$ cat config.mk
export PLATFORM = sky130hd
export DESIGN_NAME = banked_sram_ctrl
export DESIGN_NICKNAME = d
export VERILOG_FILES = /design/src/rtl/banked_sram_pkg.sv /design/src/rtl/banked_sram_bank.sv /design/src/rtl/banked_sram_ctrl.sv
export SDC_FILE = /design/constraint.sdc
export NUM_CORES = 2
export LEC_CHECK = 0
export CAP_MARGIN = 20
export CELL_PAD_IN_SITES_DETAIL_PLACEMENT = 0
export CELL_PAD_IN_SITES_GLOBAL_PLACEMENT = 1
export CORE_ASPECT_RATIO = 2
export CORE_MARGIN = 1
export CORE_UTILIZATION = 45
export CTS_CLUSTER_DIAMETER = 150
export DETAILED_ROUTE_END_ITERATION = 10
export PLACE_DENSITY_LB_ADDON = 0.1
export REMOVE_ABC_BUFFERS = 1
export SYNTH_ARGS = -nofsm -noshare
export SYNTH_HDL_FRONTEND = slang
export SYNTH_SLANG_ARGS = --single-unit
$ cat constraint.sdc
create_clock -name clk -period 11.07 [get_ports clk]
set_input_delay 2.214 -clock clk [delete_from_list [all_inputs] [get_ports clk]]
set_output_delay 2.214 -clock clk [all_outputs]
set_load 0.01 [all_outputs]
$ cat src/rtl/banked_sram_pkg.sv
// Shared types and address helpers for the banked SRAM controller.
package banked_sram_pkg;

  typedef enum logic {
    CLEAR = 1'b0,
    READY = 1'b1
  } state_e;

  // Bank number from a word address (the bits just above the in-bank index).
  function automatic int unsigned bank_sel(input logic [31:0] addr,
                                           input int          iw,
                                           input int          num_banks);
    return (addr >> iw) & (num_banks - 1);
  endfunction

  // Word index inside a bank.
  function automatic int unsigned bank_index(input logic [31:0] addr,
                                             input int          depth);
    return addr & (depth - 1);
  endfunction

endpackage

$ cat src/rtl/banked_sram_bank.sv
// Synchronous single-port memory bank with a registered read port.
module banked_sram_bank #(
  parameter  int DATA_W = 16,
  parameter  int DEPTH  = 128,
  localparam int IW     = $clog2(DEPTH)
) (
  input  logic              clk,
  input  logic              rst_n,
  input  logic              i_en,
  input  logic              i_we,
  input  logic [IW-1:0]     i_idx,
  input  logic [DATA_W-1:0] i_wdata,
  output logic [DATA_W-1:0] o_rdata
);

  logic [DATA_W-1:0] r_mem [DEPTH];
  logic [DATA_W-1:0] r_rdata;

  // NOTE: the array is deliberately left out of reset so it maps onto RAM; the clear sweep zeroes it instead.
  always_ff @(posedge clk) begin
    if (i_en && i_we) begin
      r_mem[i_idx] <= i_wdata;
    end
  end

  // Read register holds its value on idle and write cycles, keeping a stalled response stable.
  always_ff @(posedge clk or negedge rst_n) begin
    if (!rst_n) begin
      r_rdata <= '0;
    end else if (i_en && !i_we) begin
      r_rdata <= r_mem[i_idx];
    end
  end

  assign o_rdata = r_rdata;

endmodule

$ cat src/rtl/banked_sram_ctrl.sv
// Banked word memory behind a valid/ready port with a post-reset clear sweep.
// Optional per-word parity is enabled by defining MEM_PARITY_EN.
module banked_sram_ctrl
  import banked_sram_pkg::*;
#(
  parameter  int WIDTH      = 8,
  parameter  int NUM_BANKS  = 2,
  parameter  int BANK_DEPTH = 128,
  localparam int DW         = 2 * WIDTH,
  localparam int AW         = $clog2(NUM_BANKS * BANK_DEPTH)
) (
  input  logic          clk,
  input  logic          rst_n,
  input  logic          req_valid,
  output logic          req_ready,
  input  logic          req_write,
  input  logic [AW-1:0] req_addr,
  input  logic [DW-1:0] req_wdata,
  output logic          rsp_valid,
  input  logic          rsp_ready,
  output logic [DW-1:0] rsp_rdata,
  output logic          rsp_perr,
  output logic          init_done
);

  localparam int IW  = $clog2(BANK_DEPTH);
  localparam int BW  = $clog2(NUM_BANKS);
  localparam int BSW = (BW > 0) ? BW : 1;
`ifdef MEM_PARITY_EN
  localparam int MW  = DW + 1;
`else
  localparam int MW  = DW;
`endif

  state_e               r_state;
  logic [IW-1:0]        r_clr_idx;
  logic                 r_init_done;
  logic                 r_rsp_valid;
  logic [BSW-1:0]       r_bank_sel;

  logic                 w_clearing;
  logic                 w_accept;
  logic                 w_rd_accept;
  logic [BSW-1:0]       w_req_bank;
  logic [IW-1:0]        w_req_idx;
  logic [IW-1:0]        w_mem_idx;
  logic                 w_mem_we;
  logic [MW-1:0]        w_req_wdata_mem;
  logic [MW-1:0]        w_mem_wdata;
  logic [NUM_BANKS-1:0] w_bank_en;
  logic [MW-1:0]        w_bank_rdata [NUM_BANKS];
  logic [MW-1:0]        w_rdata;

  assign w_clearing  = (r_state == CLEAR);
  assign req_ready   = (r_state == READY) && (!r_rsp_valid || rsp_ready);
  assign w_accept    = req_valid && req_ready;
  assign w_rd_accept = w_accept && !req_write;

  assign w_req_bank = BSW'(bank_sel(32'(req_addr), IW, NUM_BANKS));
  assign w_req_idx  = IW'(bank_index(32'(req_addr), BANK_DEPTH));

  // During the sweep every bank writes zero at the same index in parallel.
  assign w_mem_idx   = w_clearing ? r_clr_idx : w_req_idx;
  assign w_mem_we    = w_clearing || req_write;
  assign w_mem_wdata = w_clearing ? '0 : w_req_wdata_mem;

  // NOTE: every always_comb output gets a default first so no path can infer a latch.
  always_comb begin
    w_bank_en = '0;
    for (int b = 0; b < NUM_BANKS; b++) begin
      w_bank_en[b] = w_clearing || (w_accept && (w_req_bank == BSW'(b)));
    end
  end

  always_ff @(posedge clk or negedge rst_n) begin
    if (!rst_n) begin
      r_state     <= CLEAR;
      r_clr_idx   <= '0;
      r_init_done <= 1'b0;
    end else begin
      case (r_state)
        CLEAR: begin
          r_clr_idx <= r_clr_idx + IW'(1);
          if (r_clr_idx == IW'(BANK_DEPTH - 1)) begin
            r_state     <= READY;
            r_init_done <= 1'b1;
          end
        end
        READY: begin
          r_init_done <= 1'b1;
        end
      endcase
    end
  end

  // A new read reloads the response even in the cycle the old one is consumed.
  always_ff @(posedge clk or negedge rst_n) begin
    if (!rst_n) begin
      r_rsp_valid <= 1'b0;
      r_bank_sel  <= '0;
    end else if (w_rd_accept) begin
      r_rsp_valid <= 1'b1;
      r_bank_sel  <= w_req_bank;
    end else if (rsp_ready) begin
      r_rsp_valid <= 1'b0;
    end
  end

  for (genvar g = 0; g < NUM_BANKS; g++) begin : gen_bank
    banked_sram_bank #(
      .DATA_W (MW),
      .DEPTH  (BANK_DEPTH)
    ) u_bank (
      .clk     (clk),
      .rst_n   (rst_n),
      .i_en    (w_bank_en[g]),
      .i_we    (w_mem_we),
      .i_idx   (w_mem_idx),
      .i_wdata (w_mem_wdata),
      .o_rdata (w_bank_rdata[g])
    );
  end

  always_comb begin
    w_rdata = '0;
    for (int b = 0; b < NUM_BANKS; b++) begin
      if (r_bank_sel == BSW'(b)) begin
        w_rdata = w_bank_rdata[b];
      end
    end
  end

`ifdef MEM_PARITY_EN
  assign w_req_wdata_mem = {^req_wdata, req_wdata};
  assign rsp_rdata       = w_rdata[DW-1:0];
  assign rsp_perr        = r_rsp_valid && ((^w_rdata[DW-1:0]) != w_rdata[DW]);
`else
  assign w_req_wdata_mem = req_wdata;
  assign rsp_rdata       = w_rdata;
  assign rsp_perr        = 1'b0;
`endif

  assign rsp_valid = r_rsp_valid;
  assign init_done = r_init_done;

endmodule

Yosys cells after proc, flatten, opt, wreduce, memory -nomap -nowiden
Memories as Yosys holds them, arrays and structs flattened. A register that Yosys moved wholly into a read port is not among the register bits.
Cells that the tools add are included.
W data, S select, Z words.
{"block": "classes", "eq_ne": 2, "muxes": 13, "addsub": 1, "reduce_logical": 19, "n_bitwise": 2}
{"operator": "$mux W16", "n": 2}
{"operator": "$logic_and A1 B1 Y1", "n": 9}
{"operator": "$mux W1", "n": 9}
{"operator": "$add A7 B1 Y7 const B", "n": 1}
{"operator": "$eq A7 B7 Y1 const B", "n": 1}
{"operator": "$mux W7", "n": 1}
{"operator": "$logic_not A1 Y1", "n": 5}
{"operator": "$logic_or A1 B1 Y1", "n": 4}
{"operator": "$ne A2 B1 Y1 const B", "n": 1}
{"operator": "$not A1 Y1", "n": 2}
{"operator": "$pmux W1 S2", "n": 1}
{"operator": "$reduce_bool A2 Y1", "n": 1}
{"block": "totals", "n_memories": 2, "inputBits": 29, "ramBits": 4096, "word_cells": 44, "out_inout_bits": 20, "reg_bits": 11}
{"memory": "gen_bank[0].u_bank.r_mem", "depth": 128, "word_bits": 16, "rd": 1, "rd_ports_with_merged_regs": 1, "write_ports": 1, "line": "banked_sram_bank.sv:16", "source": "logic [DATA_W-1:0] r_mem [DEPTH];"}
{"memory": "gen_bank[1].u_bank.r_mem", "depth": 128, "word_bits": 16, "rd": 1, "rd_ports_with_merged_regs": 1, "write_ports": 1, "line": "banked_sram_bank.sv:16"}

Depth between registers and ports, before layout
{"block": "depth", "ltp_word": 9, "depth_mapped": 13, "depth_no_buf": 7}

By module
Synthesis repeated with hierarchy kept, for this count alone.
{"block": "hier_totals", "hier_cells": 9061, "area_unflattened_um2": 161178.3}
{"module": "banked_sram_bank", "cells_per_inst": 4488, "area_per_inst_um2": 80151.9, "n_inst": 2}
{"module": "banked_sram_ctrl", "cells_per_inst": 85, "area_per_inst_um2": 874.6, "n_inst": 1}

Worst setup path after synthesis
OpenSTA, ideal clock, no wires.
{"block": "synth_path", "path_type": "in2reg", "start": "in req_wdata[0]", "end": "mem gen_bank[0].u_bank.r_mem[0][0], data pin", "path_stages": 1, "t_arrival_ps": 5441, "t_required_ps": 10203, "slack_ps": 4762, "path_buffers": 0, "cell_sequence": "and2_1"}
{"block": "synth_via", "elab_chain_len": 1}
{"element": "start, declared", "line": "banked_sram_ctrl.sv:18", "source": "input logic [DW-1:0] req_wdata,"}
{"element": "$mux W16", "line": "banked_sram_ctrl.sv:65", "source": "assign w_mem_wdata = w_clearing ? '0 : w_req_wdata_mem;"}
{"element": "end, declared", "line": "banked_sram_bank.sv:16"}
Every way passes these cells.

Final worst setup path
{"block": "layout_path", "start": "in req_addr[1]", "end": "reg gen_bank[1].u_bank.r_rdata[14] (read register of gen_bank[1].u_bank.r_mem)"}
{"block": "layout_via", "elab_chain_len": 1}
{"element": "start, declared", "line": "banked_sram_ctrl.sv:17", "source": "input logic [AW-1:0] req_addr,"}
{"element": "$mux W7", "line": "banked_sram_ctrl.sv:63", "source": "assign w_mem_idx = w_clearing ? r_clr_idx : w_req_idx;"}
{"element": "end, declared", "line": "banked_sram_bank.sv:17", "source": "logic [DATA_W-1:0] r_rdata;"}
Every way passes these cells.
A chain may end at the register's enable or synchronous reset.

==> metrics <==
outcome=finished, violations left; failing checks=max-slew violations; Hold Slack=495 ps; vias=91.5k; Highest Clock Rate=0.146 GHz; GRT overflow=0; cell breakdown of the critical path=clkdlybuf4s50_1 > nor4b_4 > or2_4 > buf_12 > buf_4 > a222oi_1 > and3_1 > a221oi_1 > o21ai_0 > a31oi_1; initial antenna violation count=45; Peak VDD IR=0.000145 V; Post-CTS Resized=0; CTS Buf Count=358; largest net degree at the start of global routing=185; RSZ-0062 raised after global routing=false; Avg Cell Area, Syn=16.9 µm²; Max Cap Viol=0; IO Pins=49; WL final=545 mm; number of fill cells in the layout=28.4k; Clock Skews=57.6 ps; Area Growth Syn to Fin=13.3%; clock share of power=42.7%; first-pass GRT wire length=745 mm; Switching Share=19.3%; synthesized area=155000 µm²; register area share after synthesis=79.9%; worst-margin pin slew=1540 ps; DIE WIDTH=417 µm; # setup viols final=0; most frequent cells in the layout=4096 x edfxtp_1, 824 x nand2_1, 767 x a22oi_1; final net count=9543; number of global-route vias before repair=90.1k; Distinct cells, synth=80; initial drt markers=9871; P per Cell Area=168 nW/µm²; layout cells sized above 1=13.9%; class of the worst hold path=flop to flop; Pint=23.9 mW; Worst-Skew Late Latency=950 ps; Tmin final=6830 ps; count of state elements after synthesis=4139; Die Y=833 µm; endpoint class of the critical path=flop; post-DP HPWL=332 mm; postcts setup bufs=0; crit path DAT=7690 ps; Buf+Inv Stages, Crit Path=3; WL/cell=37.8 µm; register share of total power=57.2%; Hold Vio Cnt, Final=0; gpl congestion=0.873; Slew headroom=-2.48%; combinational share of power=0.1%; Static Leak=51.5 nW; synth warn=0; Initial Util=45.3%; DRT Pass-1 Iters=9; Root Driver=clkbuf_16; CTS tree=done; DRT antenna net count=0; die area=348000 µm²; CTS Sinks=4139; Area after DPL=164000 µm²; final cycle utilization of the critical path=61.7%; H-Tree Depth=5; CP max FO=71; global-route usage over all layers=31.0%; fin. max-slew vios=41; Rows=304; top_reg_cell synth=edfxtp_1; Critical Path RT=11930 ps; Clock transition at path regs=70 ps; startpoint types=input port; DRC viols=0; Crit path max-delay family=compound AO/OA/AOI/OAI gates; Post-synth EDFFs=4096; Port Buffers=47; core area=343000 µm²; Clock Path Buffers=4; critical path type=input port to flop; Mapped Cells=9205; Sw Pwr=5.72 mW; vias per cell=6.34; Worst path slowest cell=a221oi_1; final setup TNS=0 ps; leading cell type in the layout, fill and taps excluded=edfxtp_1; fraction of registers with async set/reset=1.04%; Post-CTS Hold Buffers=0; post-route cell area=176000 µm²; slowest stage delay, CP=1000 ps; Final Power=29.6 mW
-- power by group through the flow --
| stage | registers (mW) | clock network, mW | logic, mW |
|---|---|---|---|
| after CTS | 16.9 | 12.8 | 0.0239 |
| after global placement | 17.3 | 0 | 0.0220 |
| after global routing | 16.9 | 13.3 | 0.0245 |
| after detailed placement | 17.3 | 0 | 0.0235 |
| after floorplan | 17.3 | 0 | 0.000877 |
| final | 16.9 | 12.7 | 0.0237 |
-- layer usage --
metal  vias up  GRT usage, %  routed length (µm)
li1      38000             -                   -
met1     48300          35.2              187000
met2      4088          54.0              279000
met3      1075          4.29               35100
met4        26          21.8               43700
met5         -             0                 172
-- kinds of logic after synthesis --
| group | count (synthesis) | synth area share, % |
|---|---|---|
| DFF | 4139 | 79.9 |
| AOI/OAI and AO/OA | 2323 | 10.4 |
| and+or+nand+nor | 1649 | 4.87 |
| buffers and inverters | 651 | 1.91 |
| muxes | 435 | 2.86 |
| xor gates and xnor gates | 6 | 0.0338 |
| adders and majority gates | 1 | 0.00805 |
| other | 1 | 0.00241 |
-- final timing paths --
path                                             from                                    endpoint  slack (ps)  cells past startpoint
worst max-delay path                      req_addr[1]  gen_bank[1].u_bank.o_rdata[14]$_DFFE_PN0P_        4240                     10
worst min-delay path            init_done$_DFFE_PN0P_                       init_done$_DFFE_PN0P_         490                      1
worst max register to register      r_state$_DFF_PN0_   gen_bank[0].u_bank.o_rdata[5]$_DFFE_PN0P_        4980                      9
worst min register to register  init_done$_DFFE_PN0P_                       init_done$_DFFE_PN0P_         490                      1
max in group asynchronous                       rst_n   gen_bank[0].u_bank.o_rdata[6]$_DFFE_PN0P_        8840                      3
min in group asynchronous                       rst_n   gen_bank[1].u_bank.o_rdata[9]$_DFFE_PN0P_        1100                      1
-- sequential cells by signal, summed over array words and instances (netlist names) --
register,cells
gen_bank.u_bank.o_rdata,32
gen_bank.u_bank.r_mem,4096
rsp_valid,1
init_done,1
r_bank_sel,1
r_state,1
r_clr_idx,7
-- synth_stat cells, types with 4 or more instances --
cell       count  share of area [%]
o211ai_1      26               0.13
a21o_1         4              0.019
o21a_1         4              0.019
a2111oi_0     27               0.15
buf_1         63               0.15
buf_4         26               0.13
nor2_1       294               0.71
dfrtp_1       43               0.69
a22oi_1      767                3.7
nand2_1      841                2.0
nand2b_1       4              0.016
o221a_2       11              0.080
nand4_1       21              0.085
a211oi_1      14              0.068
nor4_1       178               0.72
or2_2          8              0.032
buf_6         14               0.10
o41ai_1        8              0.045
a32oi_1        5              0.028
edfxtp_1    4096                 79
mux2_2        62               0.45
or2_1          5              0.020
o32a_1         4              0.026
a21oi_1      491                1.6
o21ai_0      257               0.83
o2111ai_1     14              0.079
a31oi_1       56               0.23
mux2i_1      371                2.4
clkbuf_1     285               0.69
and2_1        19              0.077
nand3_1       54               0.17
a221oi_1      74               0.42
and3_1        81               0.33
o22a_1         6              0.034
a222oi_1     187                1.2
xnor2_1        4              0.023
or4_1         15              0.072
a41oi_1      115               0.65
a22o_1        32               0.18
buf_2        262               0.84
nor3_1        53               0.17
and4_1        49               0.28
o311a_1        4              0.026
o22ai_1      184               0.74
-- through the flow --
| step | std cells | worst slack [ps] | utilization [%] |
|---|---|---|---|
| final | 14400 | 4240 | 51.3 |
| after global routing | 14400 | 4290 | 51.3 |
| after CTS | 14400 | 4390 | 51.2 |
| after detailed placement | 13700 | 3390 | 47.9 |
| after global placement | 13700 | 2570 | 47.6 |
| after floorplan | 8555 | -2400 | - |
-- layout make-up --
class | instances | area [µm²] | area share (%)
Inverter | 1 | 3.75 | 0.00213
Clock inverter | 167 | 1690 | 0.962
Timing Repair Buffer | 598 | 5430 | 3.08
Clock buffer | 478 | 9740 | 5.53
Multi-Input combinational cell | 4415 | 29300 | 16.6
Tap cell | 4590 | 5740 | 3.26
Sequential cell | 4139 | 124000 | 70.5
Antenna cell | 45 | 113 | 0.0640
Power figures use the tool's default switching activity.
